--- src/rtl/mpadder_wordserial_pkg.sv ---
// Shared definitions for the word-serial multi-precision adder:
// op encodings, controller states and the limb-count helper.
package mpadder_pkg;

   localparam logic [1:0] OP_ADD     = 2'b00;
   localparam logic [1:0] OP_SUB     = 2'b01;
   localparam logic [1:0] OP_ADD_SHR = 2'b10;
   localparam logic [1:0] OP_CLEAR   = 2'b11;

   typedef enum logic [1:0] {
      ST_IDLE = 2'b00,
      ST_RUN  = 2'b01,
      ST_FIN  = 2'b10
   } state_t;

   // Number of WORD-bit limbs needed to cover a (width+1)-bit accumulator.
   function automatic int calc_nw(input int width, input int word);
      return (width + word) / word;
   endfunction

endpackage

--- src/rtl/mpadder_wordserial_if.sv ---
// Operation request / status bundle between the Montgomery controller
// (master) and the word-serial accumulator (slave).
interface mpadder_wordserial_if #(
   parameter int WIDTH = 514
);
   logic             start;
   logic [1:0]       op;
   logic [WIDTH-1:0] in_a;
   logic             busy;
   logic             done;
   logic [WIDTH:0]   result;
   logic             flag;
   logic             c_zero;
   logic             c_lsb;

   modport master (
      output start, op, in_a,
      input  busy, done, result, flag, c_zero, c_lsb
   );

   modport slave (
      input  start, op, in_a,
      output busy, done, result, flag, c_zero, c_lsb
   );
endinterface

--- src/rtl/mpadder_wordserial_addsub.sv ---
// One limb of the ripple adder/subtractor: sum = a + (sub ? ~b : b) + cin.
module mp_word_addsub #(
   parameter int WORD = 128
) (
   input  logic [WORD-1:0] a,
   input  logic [WORD-1:0] b,
   input  logic            cin,
   input  logic            sub,
   output logic [WORD-1:0] sum,
   output logic            cout
);
   logic [WORD-1:0] b_eff;

   // Conditional inversion plus a single full-width add per limb.
   always_comb begin
      b_eff       = sub ? ~b : b;
      {cout, sum} = {1'b0, a} + {1'b0, b_eff} + {{WORD{1'b0}}, cin};
   end
endmodule

--- src/rtl/mpadder_wordserial.sv ---
// Word-serial accumulator C <= C op A over WIDTH+1 bits, one WORD-bit limb
// per cycle. The limb results go to a shadow register so C stays stable
// until the single-cycle commit in FIN.
module mpadder_wordserial
   import mpadder_pkg::*;
#(
   parameter int WIDTH = 514,
   parameter int WORD  = 128
) (
   input  logic                  clk,
   input  logic                  resetn,
   mpadder_wordserial_if.slave   bus
);
   localparam int NW   = calc_nw(WIDTH, WORD);
   localparam int PADW = NW * WORD;
   localparam int CW   = (NW > 1) ? $clog2(NW) : 1;

   state_t           state_reg, state_next;
   logic [1:0]       op_reg;
   logic [WIDTH-1:0] a_reg;
   logic [WIDTH:0]   c_reg, c_next;
   logic             carry_reg;
   logic [CW-1:0]    cnt_reg;
   logic             flag_reg, flag_next;
   logic             done_reg;

   logic             is_sub;
   logic             last_limb;
   logic             carry_out;
   logic [PADW-1:0]  a_pad, c_pad, s_pad;
   logic [WORD-1:0]  a_limb [NW];
   logic [WORD-1:0]  c_limb [NW];
   logic [WORD-1:0]  limb_sum;
   logic             limb_cout;

   assign is_sub    = (op_reg == OP_SUB);
   assign last_limb = (cnt_reg == CW'(NW - 1));

   // Pad bits above WIDTH must contribute zero after the subtract inversion,
   // so A's pad is filled with is_sub (inverted to 0 inside the limb adder).
   // Bit WIDTH of A is a real zero-extension bit and inverts to 1 for SUB.
   // The carry into bit WIDTH+1 then lands in the padded shadow register.
   generate
      if (PADW > WIDTH + 1) begin : g_pad
         assign a_pad     = {{(PADW-WIDTH-1){is_sub}}, 1'b0, a_reg};
         assign c_pad     = {{(PADW-WIDTH-1){1'b0}}, c_reg};
         assign carry_out = |s_pad[PADW-1:WIDTH+1];
      end else begin : g_nopad
         assign a_pad     = {1'b0, a_reg};
         assign c_pad     = c_reg;
         assign carry_out = carry_reg;
      end
   endgenerate

   // Per-limb views of the operands and the shadow sum registers.
   genvar gi;
   generate
      for (gi = 0; gi < NW; gi++) begin : g_limb
         logic [WORD-1:0] s_limb_reg;

         assign a_limb[gi] = a_pad[gi*WORD +: WORD];
         assign c_limb[gi] = c_pad[gi*WORD +: WORD];
         assign s_pad[gi*WORD +: WORD] = s_limb_reg;

         // Capture this limb's sum on the RUN cycle that addresses it.
         always_ff @(posedge clk) begin
            if (!resetn) begin
               s_limb_reg <= '0;
            end else if (state_reg == ST_RUN && cnt_reg == CW'(gi)) begin
               s_limb_reg <= limb_sum;
            end
         end
      end
   endgenerate

   mp_word_addsub #(
      .WORD (WORD)
   ) u_addsub (
      .a    (c_limb[cnt_reg]),
      .b    (a_limb[cnt_reg]),
      .cin  (carry_reg),
      .sub  (is_sub),
      .sum  (limb_sum),
      .cout (limb_cout)
   );

   // FSM state register.
   always_ff @(posedge clk) begin
      if (!resetn) begin
         state_reg <= ST_IDLE;
      end else begin
         state_reg <= state_next;
      end
   end

   // Next-state logic: CLEAR skips the limb loop entirely.
   always_comb begin
      state_next = state_reg;
      unique case (state_reg)
         ST_IDLE: if (bus.start) state_next = (bus.op == OP_CLEAR) ? ST_FIN : ST_RUN;
         ST_RUN:  if (last_limb) state_next = ST_FIN;
         ST_FIN:  state_next = ST_IDLE;
         default: state_next = ST_IDLE;
      endcase
   end

   // Commit value and flag for the FIN cycle.
   always_comb begin
      c_next    = c_reg;
      flag_next = flag_reg;
      unique case (op_reg)
         OP_ADD: begin
            c_next    = s_pad[WIDTH:0];
            flag_next = carry_out;
         end
         OP_SUB: begin
            c_next    = s_pad[WIDTH:0];
            flag_next = ~carry_out;
         end
         OP_ADD_SHR: begin
            c_next    = {carry_out, s_pad[WIDTH:1]};
            flag_next = carry_out;
         end
         default: begin
            c_next    = '0;
            flag_next = 1'b0;
         end
      endcase
   end

   // Operand latch, carry chain, limb counter, accumulator and done pulse.
   always_ff @(posedge clk) begin
      if (!resetn) begin
         op_reg    <= OP_ADD;
         a_reg     <= '0;
         c_reg     <= '0;
         carry_reg <= 1'b0;
         cnt_reg   <= '0;
         flag_reg  <= 1'b0;
         done_reg  <= 1'b0;
      end else begin
         done_reg <= 1'b0;
         unique case (state_reg)
            ST_IDLE: begin
               if (bus.start) begin
                  op_reg    <= bus.op;
                  a_reg     <= bus.in_a;
                  carry_reg <= (bus.op == OP_SUB);
                  cnt_reg   <= '0;
               end
            end
            ST_RUN: begin
               carry_reg <= limb_cout;
               cnt_reg   <= last_limb ? '0 : cnt_reg + 1'b1;
            end
            ST_FIN: begin
               c_reg    <= c_next;
               flag_reg <= flag_next;
               done_reg <= 1'b1;
            end
            default: ;
         endcase
      end
   end

   assign bus.busy   = (state_reg != ST_IDLE);
   assign bus.done   = done_reg;
   assign bus.result = c_reg;
   assign bus.flag   = flag_reg;
   assign bus.c_zero = (c_reg == '0);
   assign bus.c_lsb  = c_reg[0];

endmodule
--- src/flat_wrapper.sv ---
// flat-port wrapper written by rule: the top's interface ports become plain ports
module mpadder_wordserial_flat import mpadder_pkg::*;
#(
   parameter int WIDTH = 514,
   parameter int WORD  = 128
)
  (clk, resetn, bus_start, bus_op, bus_in_a, bus_busy, bus_done, bus_result, bus_flag, bus_c_zero, bus_c_lsb);
  mpadder_wordserial_if #(.WIDTH(WIDTH)) bus_i ();
  input  logic clk;
  input  logic resetn;
  input wire logic [$bits(bus_i.start)-1:0] bus_start;
  input wire logic [$bits(bus_i.op)-1:0] bus_op;
  input wire logic [$bits(bus_i.in_a)-1:0] bus_in_a;
  output wire logic [$bits(bus_i.busy)-1:0] bus_busy;
  output wire logic [$bits(bus_i.done)-1:0] bus_done;
  output wire logic [$bits(bus_i.result)-1:0] bus_result;
  output wire logic [$bits(bus_i.flag)-1:0] bus_flag;
  output wire logic [$bits(bus_i.c_zero)-1:0] bus_c_zero;
  output wire logic [$bits(bus_i.c_lsb)-1:0] bus_c_lsb;
  assign bus_i.start = bus_start;
  assign bus_i.op = bus_op;
  assign bus_i.in_a = bus_in_a;
  assign bus_busy = bus_i.busy;
  assign bus_done = bus_i.done;
  assign bus_result = bus_i.result;
  assign bus_flag = bus_i.flag;
  assign bus_c_zero = bus_i.c_zero;
  assign bus_c_lsb = bus_i.c_lsb;
  mpadder_wordserial #(.WIDTH(WIDTH), .WORD(WORD)) u_core (.clk(clk), .resetn(resetn), .bus(bus_i));
endmodule
--- config.mk ---
export PLATFORM = sky130hd
export DESIGN_NAME = mpadder_wordserial_flat
export DESIGN_NICKNAME = d
export VERILOG_FILES = /design/src/rtl/mpadder_wordserial_pkg.sv /design/src/rtl/mpadder_wordserial_if.sv /design/src/rtl/mpadder_wordserial_addsub.sv /design/src/rtl/mpadder_wordserial.sv /design/src/flat_wrapper.sv
export SDC_FILE = /design/constraint.sdc
export NUM_CORES = 2
export LEC_CHECK = 0
export BUFFER_PORTS_ARGS = -buffer_cell sky130_fd_sc_hd__clkbuf_2
export CAP_MARGIN = 15
export CORE_ASPECT_RATIO = 1.1
export CORE_MARGIN = 4
export CORE_UTILIZATION = 37
export CTS_BUF_LIST = sky130_fd_sc_hd__clkbuf_8 sky130_fd_sc_hd__clkbuf_16
export CTS_CLUSTER_SIZE = 14
export DETAILED_ROUTE_END_ITERATION = 8
export HOLD_SLACK_MARGIN = 0.06
export SLEW_MARGIN = 20
export SYNTH_ARGS = -nofsm -noshare
export SYNTH_HDL_FRONTEND = slang
export SYNTH_SLANG_ARGS = --single-unit
--- constraint.sdc ---
create_clock -name clk -period 4.8 [get_ports clk]
set_input_delay 0.72 -clock clk [delete_from_list [all_inputs] [get_ports clk]]
set_output_delay 0.72 -clock clk [all_outputs]
set_load 0.005 [all_outputs]
==> impl_metrics.env <==
export IMPL_vias=88657
export IMPL_powerDensity_mw_per_mm2=367.9
export IMPL_ir_worst_vdd_mv=0.3786
export IMPL_gp_congestion=1.029
export IMPL_drc=0
export IMPL_die_area_mm2=0.2246
export IMPL_drtPass1Iterations=6
export IMPL_totalWireLength_um=408900
export IMPL_ys_seq_area_frac=0.4184
export IMPL_synth_most_common_cell="nand2_1"
export IMPL_dp_hpwl_um=304500
export IMPL_io_pins=1039
export IMPL_syn_to_final_growth_pct=40.07
export IMPL_antenna_found_initial=34
export IMPL_cts_buffers=179
export IMPL_violations="setup timing"
export IMPL_die_h_um=496.7
export IMPL_multi_input_area_mm2=0.04678
export IMPL_finalHoldViolations=0
export IMPL_maxSlewViolCount=0
export IMPL_cts_sink_count=1679
export IMPL_cp_arrival_ns=5.82
export IMPL_worst_path_max_fanout=6
export IMPL_power_leakage_uw=0.04427
export IMPL_yosysTopAreaCell="dfxtp_1"
export IMPL_grt_max_degree=153
export IMPL_yosys_area_top_type_share=0.4184
export IMPL_postSynthAreaPerCell_um2=8.066
export IMPL_setup_slack_ns=-0.2214
export IMPL_rr_endpoint="u_core.g_limb[3].s_limb_reg[104]"
export IMPL_fin_cells=15225
export IMPL_dp_worst_setup_slack_ns=-0.9184
export IMPL_clockRootBuffer="clkbuf_16"
export IMPL_grt_pass1_wl_um=574200
export IMPL_wire_per_inst_um=26.86
export IMPL_drt_iter0_drc=10519
export IMPL_ff_latch_area_mm2=0.03363
export IMPL_initial_utilization=0.3717
export IMPL_synthesis_area_mm2=0.08033
export IMPL_portBuffers=1038
export IMPL_worst_slew_pin_slew_ns=1.226
export IMPL_drive_gt1_frac=0.3053
export IMPL_ys_types=81
export IMPL_synthTopCellsByArea="dfxtp_1 42%, nand2_1 10%, a21oi_1 7.7%"
export IMPL_grt_pass1_vias=82970
export IMPL_r2r_setup_slack_ns=-0.22
export IMPL_min_period_over_period=1.046
export IMPL_crit_required_ns=5.60
export IMPL_critical_path_endpoint="u_core.g_limb[3].s_limb_reg[104]"
export IMPL_antenna_left=0
export IMPL_max_clock_path_buffers=3
export IMPL_die_w_um=452.3
export IMPL_synthArstFlopShare=0
export IMPL_largest_reg_flops=640
export IMPL_maxCapViolCount=0
export IMPL_clock_skew_ns=0.04302
export IMPL_dp_cells=14412
export IMPL_worstHoldPathType="input pin to flip-flop"
export IMPL_tritoncts="done"
export IMPL_clk_pin_slew_ns=0.06
export IMPL_rr_startpoint="u_core.cnt_reg[0]"
export IMPL_grtUsageTotal=0.3443
export IMPL_rr_worst_depth=22
export IMPL_status="finished, violations left"
export IMPL_cts_max_level=4
export IMPL_endpoint_kind="flip-flop"
export IMPL_clock_fmax_mhz=199.2
export IMPL_core_area_mm2=0.2161
export IMPL_setup_viol=145
export IMPL_ys_top_cells_by_count="2181 x nand2_1, 1679 x dfxtp_1, 1237 x a21oi_1"
export IMPL_nFillCells=20143
export IMPL_rows=179
export IMPL_clk_latency_ns=0.90
export IMPL_rsz0062_at_grt="yes"
export IMPL_min_period_ns=5.021
export IMPL_ys_seq_elements=1679
export IMPL_ys_warn_count=0
export IMPL_gr_total_overflow=0
export IMPL_synth_fp_nets=10612
export IMPL_via_per_inst=5.823
export IMPL_synth_cells=9959
export IMPL_crit_path_start="u_core.cnt_reg[0]"
export IMPL_synth_flop_cell="dfxtp_1"
export IMPL_final_nets=12819
export IMPL_crit_type="flip-flop to flip-flop"
export IMPL_synth_edff_count=0
export IMPL_cp_start_kind="flip-flop"
export IMPL_slew_headroom=0.1754
-- worst max-delay path, cell delays in order, from the launching register on --
cell      delay, ns
dfxtp_4        0.37
buf_12         0.13
buf_6          0.10
mux4_2         0.56
a21oi_4        0.20
xor2_2         0.18
fa_2           0.24
inv_2          0.05
fa_2           0.34
a21o_1         0.23
a221o_1        0.34
a21oi_2        0.25
buf_6          0.15
nor3b_4        0.06
o31ai_4        0.36
buf_6          0.16
a31oi_4        0.12
o21a_4         0.28
o2111a_1       0.26
a211oi_2       0.15
buf_4          0.19
nand2_1        0.06
a21oi_1        0.13
-- repair_timing --
| item | in CTS | in global routing |
|---|---|---|
| endpoints found under the setup margin | 430 | 422 |
| gates cloned | 11 | 4 |
| hold buffers | 331 | 0 |
| buffers inserted | 82 | 54 |
| pin swaps | 161 | 166 |
| hold endpoints to repair | 331 | 0 |
| resized for setup | 504 | 428 |
-- worst min path at each step --
| stage | endpoint | depth (start not counted) | startpoint | slack [ns] |
|---|---|---|---|---|
| finish | u_core.a_reg[405] | 3 | bus_in_a[405] | 0.1 |
| global route | u_core.a_reg[487] | 3 | bus_in_a[487] | 0.08 |
| CTS | u_core.a_reg[448] | 3 | bus_in_a[448] | 0.06 |
| detailed placement | u_core.g_limb[3].s_limb_reg[94] | 2 | u_core.g_limb[3].s_limb_reg[94] | 0.44 |
| global placement | u_core.g_limb[4].s_limb_reg[97] | 2 | u_core.g_limb[4].s_limb_reg[97] | 0.44 |
| floorplan | u_core.g_limb[4].s_limb_reg[94] | 2 | u_core.g_limb[4].s_limb_reg[94] | 0.43 |
-- area by class of cell --
type                            instances  area share
Timing Repair Buffer                 2914      0.1946
Inverter                               87    0.003047
Clock inverter                         98    0.008607
Antenna cell                           15   0.0003336
Multi-Input combinational cell       7305      0.4158
Tap cell                             2896     0.03220
Clock buffer                          231     0.04657
Sequential cell                      1679      0.2989
-- metal layers --
layer,share of wire,routed length (µm),global-route usage
met5,0.00040,162,0
met4,0.076,31160,0.2235
met3,0.091,37290,0.06513
met2,0.43,176500,0.5210
met1,0.40,163900,0.4502
-- through the flow --
stage	hold WS (ns)	area, µm²	TNS (ns)	total power [µW]	utilization
2_1_floorplan	0.4318	80350	0	20000	-
3_3_place_gp	0.4378	97480	-204.45	25510	0.4510
3_5_place_dp	0.4439	97480	-192.68	25590	0.4511
4_1_cts	0.06015	110200	-10.51	40850	0.5097
5_1_grt	0.07832	112500	-45.63	42640	0.5205
6_report	0.09901	112500	-10.33	41390	0.5206
-- power breakdown --
group	switching (µW)	internal [µW]
sequential	720	14700
combinational	6670	4640
clock	6290	8370
-- cells by family after synthesis --
group / count (synthesis) / share of synthesized area
AO/OA/AOI/OAI: 2497 / 0.1915
adder cells (fa/ha/maj): 134 / 0.02106
AND/OR/NAND/NOR: 4179 / 0.2248
multiplexers: 261 / 0.07241
flip-flops: 1679 / 0.4184
XOR/XNOR: 232 / 0.02530
buffers and inverters: 977 / 0.04650
-- layout by cell type (no fill, tap or decap), drive strengths merged, types with 46 or more instances in the layout --
cell type	count
dlygate4sd3	331
a221oi	458
ha	132
nor4	180
buf	1543
a21oi	1238
nor3	514
nand3	156
dfxtp	1679
clkbuf	1271
and2	139
o21ai	416
a21o	60
nor2	757
inv	127
o21bai	51
nand2	2182
a211oi	50
nand4	150
xor2	46
xnor2	186
mux4	256
(Power assumes the default switching activity.)
